### src/rtl/gelato_types.sv
// Shared types for the gelato fetch front end.
package gelato_types;

   localparam int GELATO_WARP_NUM        = 4;
   localparam int GELATO_ADDR_WIDTH      = 32;
   localparam int GELATO_SPLIT_IDX_WIDTH = 2;
   localparam int GELATO_WARP_IDX_WIDTH  = $clog2(GELATO_WARP_NUM);

   typedef logic [GELATO_WARP_IDX_WIDTH-1:0]  warp_idx_t;
   typedef logic [GELATO_ADDR_WIDTH-1:0]      pc_t;
   typedef logic [GELATO_SPLIT_IDX_WIDTH-1:0] split_idx_t;

   typedef struct packed {
      warp_idx_t  warp;
      pc_t        pc;
      split_idx_t split_num;
   } fetch_req_t;

   typedef enum logic {
      FS_IDLE = 1'b0,
      FS_HOLD = 1'b1
   } fetch_skd_state_e;

endpackage

### src/rtl/gelato_fetch_scheduler_if.sv
// Fetch request channel between the warp scheduler and the fetch stage.
interface gelato_fetch_scheduler_if
   import gelato_types::*;
#(
   parameter int ADDR_WIDTH      = GELATO_ADDR_WIDTH,
   parameter int SPLIT_IDX_WIDTH = GELATO_SPLIT_IDX_WIDTH,
   parameter int WARP_IDX_WIDTH  = GELATO_WARP_IDX_WIDTH
);
   logic                       fetch_valid;
   logic                       fetch_ready;
   logic [WARP_IDX_WIDTH-1:0]  fetch_warp;
   logic [ADDR_WIDTH-1:0]      fetch_pc;
   logic [SPLIT_IDX_WIDTH-1:0] fetch_split_num;

   modport master (
      output fetch_valid, fetch_warp, fetch_pc, fetch_split_num,
      input  fetch_ready
   );

   modport slave (
      input  fetch_valid, fetch_warp, fetch_pc, fetch_split_num,
      output fetch_ready
   );
endinterface

### src/rtl/gelato_rr_arbiter.sv
// Combinational round-robin arbiter: first set req bit at or after ptr,
// searching circularly. N must be a power of two so the index wraps for free.
module gelato_rr_arbiter #(
   parameter int  N = 4,
   localparam int W = (N > 1) ? $clog2(N) : 1
) (
   input  logic [N-1:0] req,
   input  logic [W-1:0] ptr,
   output logic         gnt_valid,
   output logic [W-1:0] gnt_idx
);

   logic [W-1:0] idx;

   // circular priority scan starting at ptr
   always_comb begin
      gnt_valid = 1'b0;
      gnt_idx   = '0;
      idx       = '0;
      for (int i = 0; i < N; i++) begin
         idx = ptr + W'(i);
         if (!gnt_valid && req[idx]) begin
            gnt_valid = 1'b1;
            gnt_idx   = idx;
         end
      end
   end

endmodule

### src/rtl/gelato_fetch_scheduler.sv
// Per-cycle warp fetch scheduler: picks one eligible warp round-robin, holds
// its request on a valid/ready channel, and blocks the warp until decode
// releases it so each warp has at most one instruction in flight.
//
// state   | meaning
// FS_IDLE | no request held, fetch_valid low
// FS_HOLD | request held in output register, fetch_valid high
module gelato_fetch_scheduler
   import gelato_types::*;
#(
   parameter int  WARP_NUM        = GELATO_WARP_NUM,
   parameter int  ADDR_WIDTH      = GELATO_ADDR_WIDTH,
   parameter int  SPLIT_IDX_WIDTH = GELATO_SPLIT_IDX_WIDTH,
   localparam int WARP_IDX_WIDTH  = $clog2(WARP_NUM)
) (
   input  logic                                clk,
   input  logic                                rst_n,
   input  logic                                rdy,
   input  logic [WARP_NUM-1:0]                 warp_valid,
   input  logic [WARP_NUM*ADDR_WIDTH-1:0]      warp_pc,
   input  logic [WARP_NUM*SPLIT_IDX_WIDTH-1:0] warp_split_num,
   gelato_fetch_scheduler_if.master            fetch,
   input  logic                                release_valid,
   input  logic [WARP_IDX_WIDTH-1:0]           release_warp,
   output logic [WARP_NUM-1:0]                 busy_mask,
   output logic                                err_release
);

   typedef struct packed {
      logic [WARP_IDX_WIDTH-1:0]  warp;
      logic [ADDR_WIDTH-1:0]      pc;
      logic [SPLIT_IDX_WIDTH-1:0] split_num;
   } req_t;

   fetch_skd_state_e            state_q, state_d;
   req_t                        req_q, req_d;
   logic [WARP_NUM-1:0]         busy_q, busy_d;
   logic [WARP_NUM-1:0]         held, elig;
   logic [WARP_IDX_WIDTH-1:0]   rr_ptr_q, rr_ptr_d;
   logic [WARP_IDX_WIDTH-1:0]   gnt_idx;
   logic                        gnt_valid;
   logic                        load;
   logic                        err_q, err_d;
   logic [ADDR_WIDTH-1:0]       pc_arr    [WARP_NUM];
   logic [SPLIT_IDX_WIDTH-1:0]  split_arr [WARP_NUM];

   // unpack flat per-warp buses
   always_comb begin
      for (int i = 0; i < WARP_NUM; i++) begin
         pc_arr[i]    = warp_pc[i*ADDR_WIDTH +: ADDR_WIDTH];
         split_arr[i] = warp_split_num[i*SPLIT_IDX_WIDTH +: SPLIT_IDX_WIDTH];
      end
   end

   // eligibility from registered busy bits; the held warp is excluded explicitly
   always_comb begin
      held = '0;
      for (int i = 0; i < WARP_NUM; i++) begin
         held[i] = (state_q == FS_HOLD) && (req_q.warp == WARP_IDX_WIDTH'(i));
      end
      elig = warp_valid & ~busy_q & ~held;
   end

   gelato_rr_arbiter #(.N(WARP_NUM)) u_arb (
      .req       (elig),
      .ptr       (rr_ptr_q),
      .gnt_valid (gnt_valid),
      .gnt_idx   (gnt_idx)
   );

   // next state; load means a new grant enters the output register
   always_comb begin
      state_d = state_q;
      load    = 1'b0;
      case (state_q)
         FS_IDLE: begin
            if (gnt_valid) begin
               load    = 1'b1;
               state_d = FS_HOLD;
            end
         end
         FS_HOLD: begin
            if (fetch.fetch_ready) begin
               if (gnt_valid) load = 1'b1;
               else           state_d = FS_IDLE;
            end
         end
         default: state_d = FS_IDLE;
      endcase
   end

   // request/pointer/busy/error next values; a grant sets busy after any release clears
   always_comb begin
      req_d    = req_q;
      rr_ptr_d = rr_ptr_q;
      busy_d   = busy_q;
      err_d    = err_q;
      if (release_valid) begin
         if (!busy_q[release_warp]) err_d = 1'b1;
         busy_d[release_warp] = 1'b0;
      end
      if (load) begin
         req_d.warp      = gnt_idx;
         req_d.pc        = pc_arr[gnt_idx];
         req_d.split_num = split_arr[gnt_idx];
         rr_ptr_d        = gnt_idx + 1'b1;
         busy_d[gnt_idx] = 1'b1;
      end
   end

   // state registers; rdy low freezes everything
   always_ff @(posedge clk or negedge rst_n) begin
      if (!rst_n) begin
         state_q  <= FS_IDLE;
         req_q    <= '0;
         rr_ptr_q <= '0;
         busy_q   <= '0;
         err_q    <= 1'b0;
      end else if (rdy) begin
         state_q  <= state_d;
         req_q    <= req_d;
         rr_ptr_q <= rr_ptr_d;
         busy_q   <= busy_d;
         err_q    <= err_d;
      end
   end

   assign fetch.fetch_valid     = (state_q == FS_HOLD);
   assign fetch.fetch_warp      = req_q.warp;
   assign fetch.fetch_pc        = req_q.pc;
   assign fetch.fetch_split_num = req_q.split_num;
   assign busy_mask             = busy_q;
   assign err_release           = err_q;

endmodule

### src/flat_wrapper.sv
// flat-port wrapper written by rule: the top's interface ports become plain ports
module gelato_fetch_scheduler_flat import gelato_types::*;
#(
   parameter int  WARP_NUM        = GELATO_WARP_NUM,
   parameter int  ADDR_WIDTH      = GELATO_ADDR_WIDTH,
   parameter int  SPLIT_IDX_WIDTH = GELATO_SPLIT_IDX_WIDTH,
   localparam int WARP_IDX_WIDTH  = $clog2(WARP_NUM)
)
  (clk, rst_n, rdy, warp_valid, warp_pc, warp_split_num, release_valid, release_warp, busy_mask, err_release, fetch_fetch_valid, fetch_fetch_warp, fetch_fetch_pc, fetch_fetch_split_num, fetch_fetch_ready);
  gelato_fetch_scheduler_if #(.ADDR_WIDTH(ADDR_WIDTH), .SPLIT_IDX_WIDTH(SPLIT_IDX_WIDTH)) fetch_i ();
  input  logic clk;
  input  logic rst_n;
  input  logic rdy;
  input  logic [WARP_NUM-1:0] warp_valid;
  input  logic [WARP_NUM*ADDR_WIDTH-1:0] warp_pc;
  input  logic [WARP_NUM*SPLIT_IDX_WIDTH-1:0] warp_split_num;
  input  logic release_valid;
  input  logic [WARP_IDX_WIDTH-1:0] release_warp;
  output logic [WARP_NUM-1:0] busy_mask;
  output logic err_release;
  output wire logic [$bits(fetch_i.fetch_valid)-1:0] fetch_fetch_valid;
  output wire logic [$bits(fetch_i.fetch_warp)-1:0] fetch_fetch_warp;
  output wire logic [$bits(fetch_i.fetch_pc)-1:0] fetch_fetch_pc;
  output wire logic [$bits(fetch_i.fetch_split_num)-1:0] fetch_fetch_split_num;
  input wire logic [$bits(fetch_i.fetch_ready)-1:0] fetch_fetch_ready;
  assign fetch_fetch_valid = fetch_i.fetch_valid;
  assign fetch_fetch_warp = fetch_i.fetch_warp;
  assign fetch_fetch_pc = fetch_i.fetch_pc;
  assign fetch_fetch_split_num = fetch_i.fetch_split_num;
  assign fetch_i.fetch_ready = fetch_fetch_ready;
  gelato_fetch_scheduler #(.WARP_NUM(WARP_NUM), .ADDR_WIDTH(ADDR_WIDTH), .SPLIT_IDX_WIDTH(SPLIT_IDX_WIDTH)) u_core (.clk(clk), .rst_n(rst_n), .rdy(rdy), .warp_valid(warp_valid), .warp_pc(warp_pc), .warp_split_num(warp_split_num), .fetch(fetch_i), .release_valid(release_valid), .release_warp(release_warp), .busy_mask(busy_mask), .err_release(err_release));
endmodule
### config.mk
export PLATFORM = sky130hd
export DESIGN_NAME = gelato_fetch_scheduler_flat
export DESIGN_NICKNAME = d
export VERILOG_FILES = /design/src/rtl/gelato_types.sv /design/src/rtl/gelato_fetch_scheduler_if.sv /design/src/rtl/gelato_rr_arbiter.sv /design/src/rtl/gelato_fetch_scheduler.sv /design/src/flat_wrapper.sv
export SDC_FILE = /design/constraint.sdc
export NUM_CORES = 1
export LEC_CHECK = 0
export BUFFER_PORTS_ARGS = -buffer_cell sky130_fd_sc_hd__buf_2
export CORE_UTILIZATION = 39
export CTS_BUF_LIST = sky130_fd_sc_hd__clkbuf_16
export DETAILED_ROUTE_END_ITERATION = 8
export GPL_ROUTABILITY_DRIVEN = 0
export PLACE_DENSITY = 0.78
export SLEW_MARGIN = 20
export SYNTH_ARGS = -nofsm -noshare
export SYNTH_HDL_FRONTEND = slang
export SYNTH_SLANG_ARGS = --single-unit
### constraint.sdc
create_clock -name clk -period 1.79 [get_ports clk]
set_input_delay 0 -clock clk [delete_from_list [all_inputs] [get_ports clk]]
set_output_delay 0 -clock clk [all_outputs]
set_load 0.01 [all_outputs]
# Word level (Yosys, flattened, before mapping)
# Cells that the tools add are included.
# op_classes
n_addsub,4
order_cmp,9
n_eq_ne,3
mux,35
n_bitwise,10
n_reduce_logical,15
# op_table
operator,count
$bmux W32 S2,1
$mux W32,2
$lt A2 B3 Y1 const B,6
$mux W1,14
$and A4 B4 Y4,3
$mux W2,6
$not A4 Y4,3
$bmux W1 S2,5
$logic_and A1 B1 Y1,9
$mux W4,2
$add A2 B1 Y2 const B,2
$add A2 B2 Y2 const B,2
$bmux W2 S2,1
$demux W1 S2,2
$eq A2 B2 Y1 const B,2
$ge A2 B1 Y1 const B,2
$or A4 B4 Y4,1
$pmux W1 S2,2
$ge A3 B3 Y1 const B,1
$logic_not A1 Y1,3
$not A2 Y3,1
$reduce_and A3 Y1,1
$eq A2 B1 Y1 const B,1
$logic_not A2 Y1,1
2 further kinds,3
# word_totals
regBits,44
inputBits,147
wordCells,83

# Longest topological paths before layout
# depth
depth_word,22
mapped_depth,8

# Hierarchy
# A second synthesis with hierarchy kept.
# hier_totals
hier_cells,175
area_unflattened_um2,2845.2
# modules_own_cells
mod,instances,cells_each,area_each_um2,seq_area_each_um2
gelato_fetch_scheduler,1,160,2767.7,1101.1
gelato_rr_arbiter,1,15,77.6,0.0

# Least setup slack after synthesis
# OpenSTA, ideal clock, no wires.
# synth_timing
path_type,reg2reg
startpoint,"reg u_core.state_q, in the netlist u_core.fetch.fetch_valid"
endpoint,"reg u_core.req_q, in the netlist u_core.fetch.fetch_pc[11]"
setup_ns,0.121
arrival_ns,1.930
required_time_ns,1.669
path_slack_ns,-0.262
stages_incl_launch_ff,8
path_buffers,1
period_less_slack_ns,2.052
cell_sequence,dfrtp_1 -> nor3b_2 -> or2_4 -> a21o_1 -> a32o_1 -> buf_2 -> a221o_1 -> o22a_1
# synth_via
elab_chain_cells,19
word_cells_on_any_way,37
classes_between,22 x mux; 4 x bitwise; 11 x reduce/logical
# synth_lines
item,line_no,source
start: declaration,gelato_fetch_scheduler.sv:35,"fetch_skd_state_e state_q, state_d;"
start signal: assignment,gelato_fetch_scheduler.sv:120,state_q <= state_d;
$logic_and A1 B1 Y1,gelato_fetch_scheduler.sv:59,held[i] = (state_q == FS_HOLD) && (req_q.warp == WARP_IDX_WIDTH'(i));
$not A4 Y4,gelato_fetch_scheduler.sv:61,elig = warp_valid & ~busy_q & ~held;
$and A4 B4 Y4,gelato_fetch_scheduler.sv:61,
$bmux W1 S2,gelato_rr_arbiter.sv:22,if (!gnt_valid && req[idx]) begin
$mux W1 (not written as such),gelato_rr_arbiter.sv:22,
$mux W1,gelato_rr_arbiter.sv:22,
$logic_not A1 Y1,gelato_rr_arbiter.sv:22,
$logic_and A1 B1 Y1,gelato_rr_arbiter.sv:22,
(+3 left out),-,
$mux W1,gelato_rr_arbiter.sv:22,
$logic_not A1 Y1,gelato_rr_arbiter.sv:22,
$logic_and A1 B1 Y1,gelato_rr_arbiter.sv:22,
$mux W1 / $mux W2 (equally long branches),gelato_rr_arbiter.sv:22,
$mux W1 / $not A2 Y3 (equally long branches),"gelato_fetch_scheduler.sv:77, gelato_fetch_scheduler.sv:84, gelato_fetch_scheduler.sv:104",
$mux W1 / $bmux W32 S2 (equally long branches),"gelato_fetch_scheduler.sv:83, gelato_fetch_scheduler.sv:104",
$pmux W1 S2 / $mux W32 (equally long branches),"gelato_fetch_scheduler.sv:75, gelato_fetch_scheduler.sv:104",
$reduce_and A2 Y1 (no line) / $mux W32 (equally long branches),-,
end signal: assignment,gelato_fetch_scheduler.sv:121,req_q <= req_d;
end: declaration,gelato_fetch_scheduler.sv:36,"req_t req_q, req_d;"
# Parallel ways exist; a longest one is shown, timed or not. The select of a mux whose other input is x is not followed.
# A chain may end at the register's enable or synchronous reset.

# Worst setup path in the final report
# layout_timing
startpoint,"reg u_core.busy_q[2], in the netlist u_core.busy_mask[2]"
endpoint,"reg u_core.req_q, in the netlist u_core.fetch.fetch_pc[3]"
# layout_via
elab_chain_cells,19
word_cells_on_any_way,33
classes_between,22 x mux; 4 x bitwise; 7 x reduce/logical
# layout_lines
item,line_no,source
start: declaration,gelato_fetch_scheduler.sv:37,"logic [WARP_NUM-1:0] busy_q, busy_d;"
start signal: assignment,gelato_fetch_scheduler.sv:123,busy_q <= busy_d;
$not A4 Y4 (*),gelato_fetch_scheduler.sv:61,
$and A4 B4 Y4 (*) (2 in series),gelato_fetch_scheduler.sv:61,
$bmux W1 S2,gelato_rr_arbiter.sv:22,
$mux W1 (not written as such),gelato_rr_arbiter.sv:22,
$mux W1,gelato_rr_arbiter.sv:22,
$logic_not A1 Y1,gelato_rr_arbiter.sv:22,
$logic_and A1 B1 Y1,gelato_rr_arbiter.sv:22,
$mux W1,gelato_rr_arbiter.sv:22,
(+2 left out),-,
$mux W1,gelato_rr_arbiter.sv:22,
$logic_not A1 Y1,gelato_rr_arbiter.sv:22,
$logic_and A1 B1 Y1,gelato_rr_arbiter.sv:22,
$mux W1 / $mux W2 (equally long branches),gelato_rr_arbiter.sv:22,
$mux W1 / $not A2 Y3 (equally long branches),"gelato_fetch_scheduler.sv:77, gelato_fetch_scheduler.sv:84, gelato_fetch_scheduler.sv:104",
$mux W1 / $bmux W32 S2 (equally long branches),"gelato_fetch_scheduler.sv:83, gelato_fetch_scheduler.sv:104",
$pmux W1 S2 / $mux W32 (equally long branches),"gelato_fetch_scheduler.sv:75, gelato_fetch_scheduler.sv:104",
$reduce_and A2 Y1 (no line) / $mux W32 (equally long branches),-,
# Mark *: on every way between the ends. The rest lies on a longest branch, timed or not. The select of a mux whose other input is x is not followed.

==> metrics.cfg <==
[logic_synthesis]
synth-seq-cells=44
synth_top_family_by_area=compound AO/OA/AOI/OAI gates
yosysWarnings=0
synth_cells=307
synth_cell_type_count=49
netlist_area_um2=2940
synth_nets=454
synth_mux_area_share_pct=6.89
yosys.area.top_type=dfrtp_1
synth.top_cell.area_share_pct=37.4
synthFlopType=dfrtp_1
yosys-top-cells-area=dfrtp_1, a221o_1, o22a_1
synth_compound_area_share_pct=33.9
ys_async_sr_fraction_pct=100
ys_seq_area_share_pct=37.4
synthSimpleGateAreaFrac_pct=16.5
synthXorXnorAreaFrac_pct=0
synthAdderAreaFrac_pct=0
syn_avg_cell_area_um2=9.59
synth_edf_count=0

[routing]
m1WireLength_um=4760
dr_wl_met3_um=689
via_count=3739
highest_layer=met4
antenna_left=0
firstDrtPassIters=5
drc_errors=0
detail_route.wl_per_cell_um=18.1
dr_wl_met2_um=5970
first_iter_violations=253
drt-total-wl_um=11700
viasPerCell=5.76

[worst_setup_path]
crit_fanout=8
end_kind=flip-flop
required_ps=1960
arrival_ps=2200
rr_startpoint=u_core.busy_mask[2]
worstSetupPathType=flip-flop to flip-flop
startpoint=u_core.busy_mask[2]
startpoint_type=flip-flop

[sta]
finalCritPeriodShare_pct=114
final_hold_viol_count=0
fin_ws_ps=-246
finalHoldWorstSlack_ps=32.2
min_period_ps=2040
rsz0062_at_grt=true
setup_viol=42
clock_skew_ps=8.87
fmaxAchievable_ghz=0.491
maxSlewHeadroom_pct=64.6
slew_viol_final=0
worst_pin_slew_ps=531

[hold_path]
hold_class=input pin to flip-flop
worstHoldStart=warp_pc[74]

[floorplanning]
coreArea_um2=7290
die_w_um=88.9
rows=31
initial_core_util_pct=40.4
die_area_um2=7900
ios=189
die_height_um=88.9

[finish]
final_common_cell=buf_2
drive_gt1_share_pct=56.0
diodes=0
final_net_count=696
area_delta_synth_final_pct=62.1
layout_common_cells=buf_2, buf_4, dfrtp_1, nand3_1
instances_no_fill=649
fin_util_pct=65.4

[job]
maxCapViolations=0

[grt]
grt_pass1_wl_um=16900
grt_overflow_total=0
grt_pass1_vias=3515
track_usage_pct=28.2
grt_max_degree=24
antenna_found_initial=0

[clock_network]
clk_latency_ps=290
cts_tree=built
cts.sinks=44
clk_path_buf_depth=2
cts_buffers=5
htreeDepth=2
clk_pin_slew_ps=70
clockRootBuffer=clkbuf_16

[status]
outcome=complete, but fails checks
violations=setup timing

[pwr]
power.total_w=0.00806
pwr_density_cell_nw_per_um2=1690
p_leak_nw=2.33
irDropWorstVdd_mv=0.733

[place]
dpl.hpwl_um=8650
dp.cells=629
portBuffers=188

==> metal layers <==
metal  track usage [%]  vias up
met3              3.26       28
met5                 0        -
met2              48.8      189
li1                  -     1704
met1              36.1     1818
met4              10.9        0
==> area by class of cell <==
class	instances	area, µm²
fillers	620	2520
inverters	1	3.75
flip-flops and latches	44	1100
clock buffers	5	125
multi-input cells	239	1800
clock inverters	3	13.8
well taps	99	124
repair buffers	258	1600
==> per-stage QoR <==
stage               setup TNS (ps)  setup WS, ps  instance area (µm²)
floorplan                    -3800          -148                 3000
global placement             -5180          -166                 4380
detailed placement           -8020          -234                 4380
CTS                          -7410          -246                 4570
global route                -10820          -332                 4770
finish                       -7890          -246                 4770
==> path summary, 6_finish.rpt <==
path	endpoint	slack, ps	cells past startpoint
min in group asynchronous	u_core.fetch.fetch_pc[19]	240	2
worst min register to register	u_core.err_release	480	1
worst max-delay path	u_core.fetch.fetch_pc[3]	-250	6
worst min-delay path	u_core.fetch.fetch_pc[10]	30	3
max in group asynchronous	u_core.fetch.fetch_valid	810	3
worst max register to register	u_core.fetch.fetch_pc[3]	-250	6
==> critical path: stages, from the launching register on <==
cell	delay [ps]
dfrtp_1	430
and4bb_2	330
nand2_1	150
a41o_2	340
buf_6	150
a221o_1	350
o22a_1	160
==> synth_stat cells (2+ instances only) <==
master,count
a221o_1,25
buf_6,5
nand2b_1,3
nand3_1,27
o21ai_1,6
dfrtp_1,44
a21oi_1,28
nand3b_1,4
nor2_1,5
nor4_4,2
o22a_1,25
o21ai_0,25
mux2i_1,18
buf_4,2
buf_1,2
clkbuf_1,3
nor2b_1,2
and3_1,2
o221ai_1,9
buf_2,12
nand2_1,29
a22o_1,2
==> power by group <==
| part | leakage, nW | internal, W | total (W) | switching [W] |
|---|---|---|---|---|
| clock | 0.0710 | 0.000507 | 0.000887 | 0.000380 |
| combinational | 1.76 | 0.00264 | 0.00537 | 0.00273 |
| sequential | 0.505 | 0.00148 | 0.00180 | 0.000311 |
==> cell families after synthesis <==
logic type,Yosys count
AND/OR/NAND/NOR,86
AO/OA/AOI/OAI,133
multiplexers,19
flip-flops,44
buffers and inverters,25
==> sequential cells by signal, indices dropped and copies added (netlist names) <==
register                      cells
u_core.busy_mask                  4
u_core.err_release                1
u_core.fetch.fetch_pc            32
u_core.fetch.fetch_split_num      2
u_core.fetch.fetch_valid          1
u_core.fetch.fetch_warp           2
u_core.rr_ptr_q                   2
==> what timing repair did <==
item / in CTS / in global routing
endpoints found under the hold margin: 21 / 0
hold buffers: 1 / 0
buffers inserted: 2 / 7
setup endpoints to repair: 42 / 42
cloned: 0 / 2
pin swaps: 5 / 9
resized for setup: 10 / 36
(Power assumes the default switching activity.)
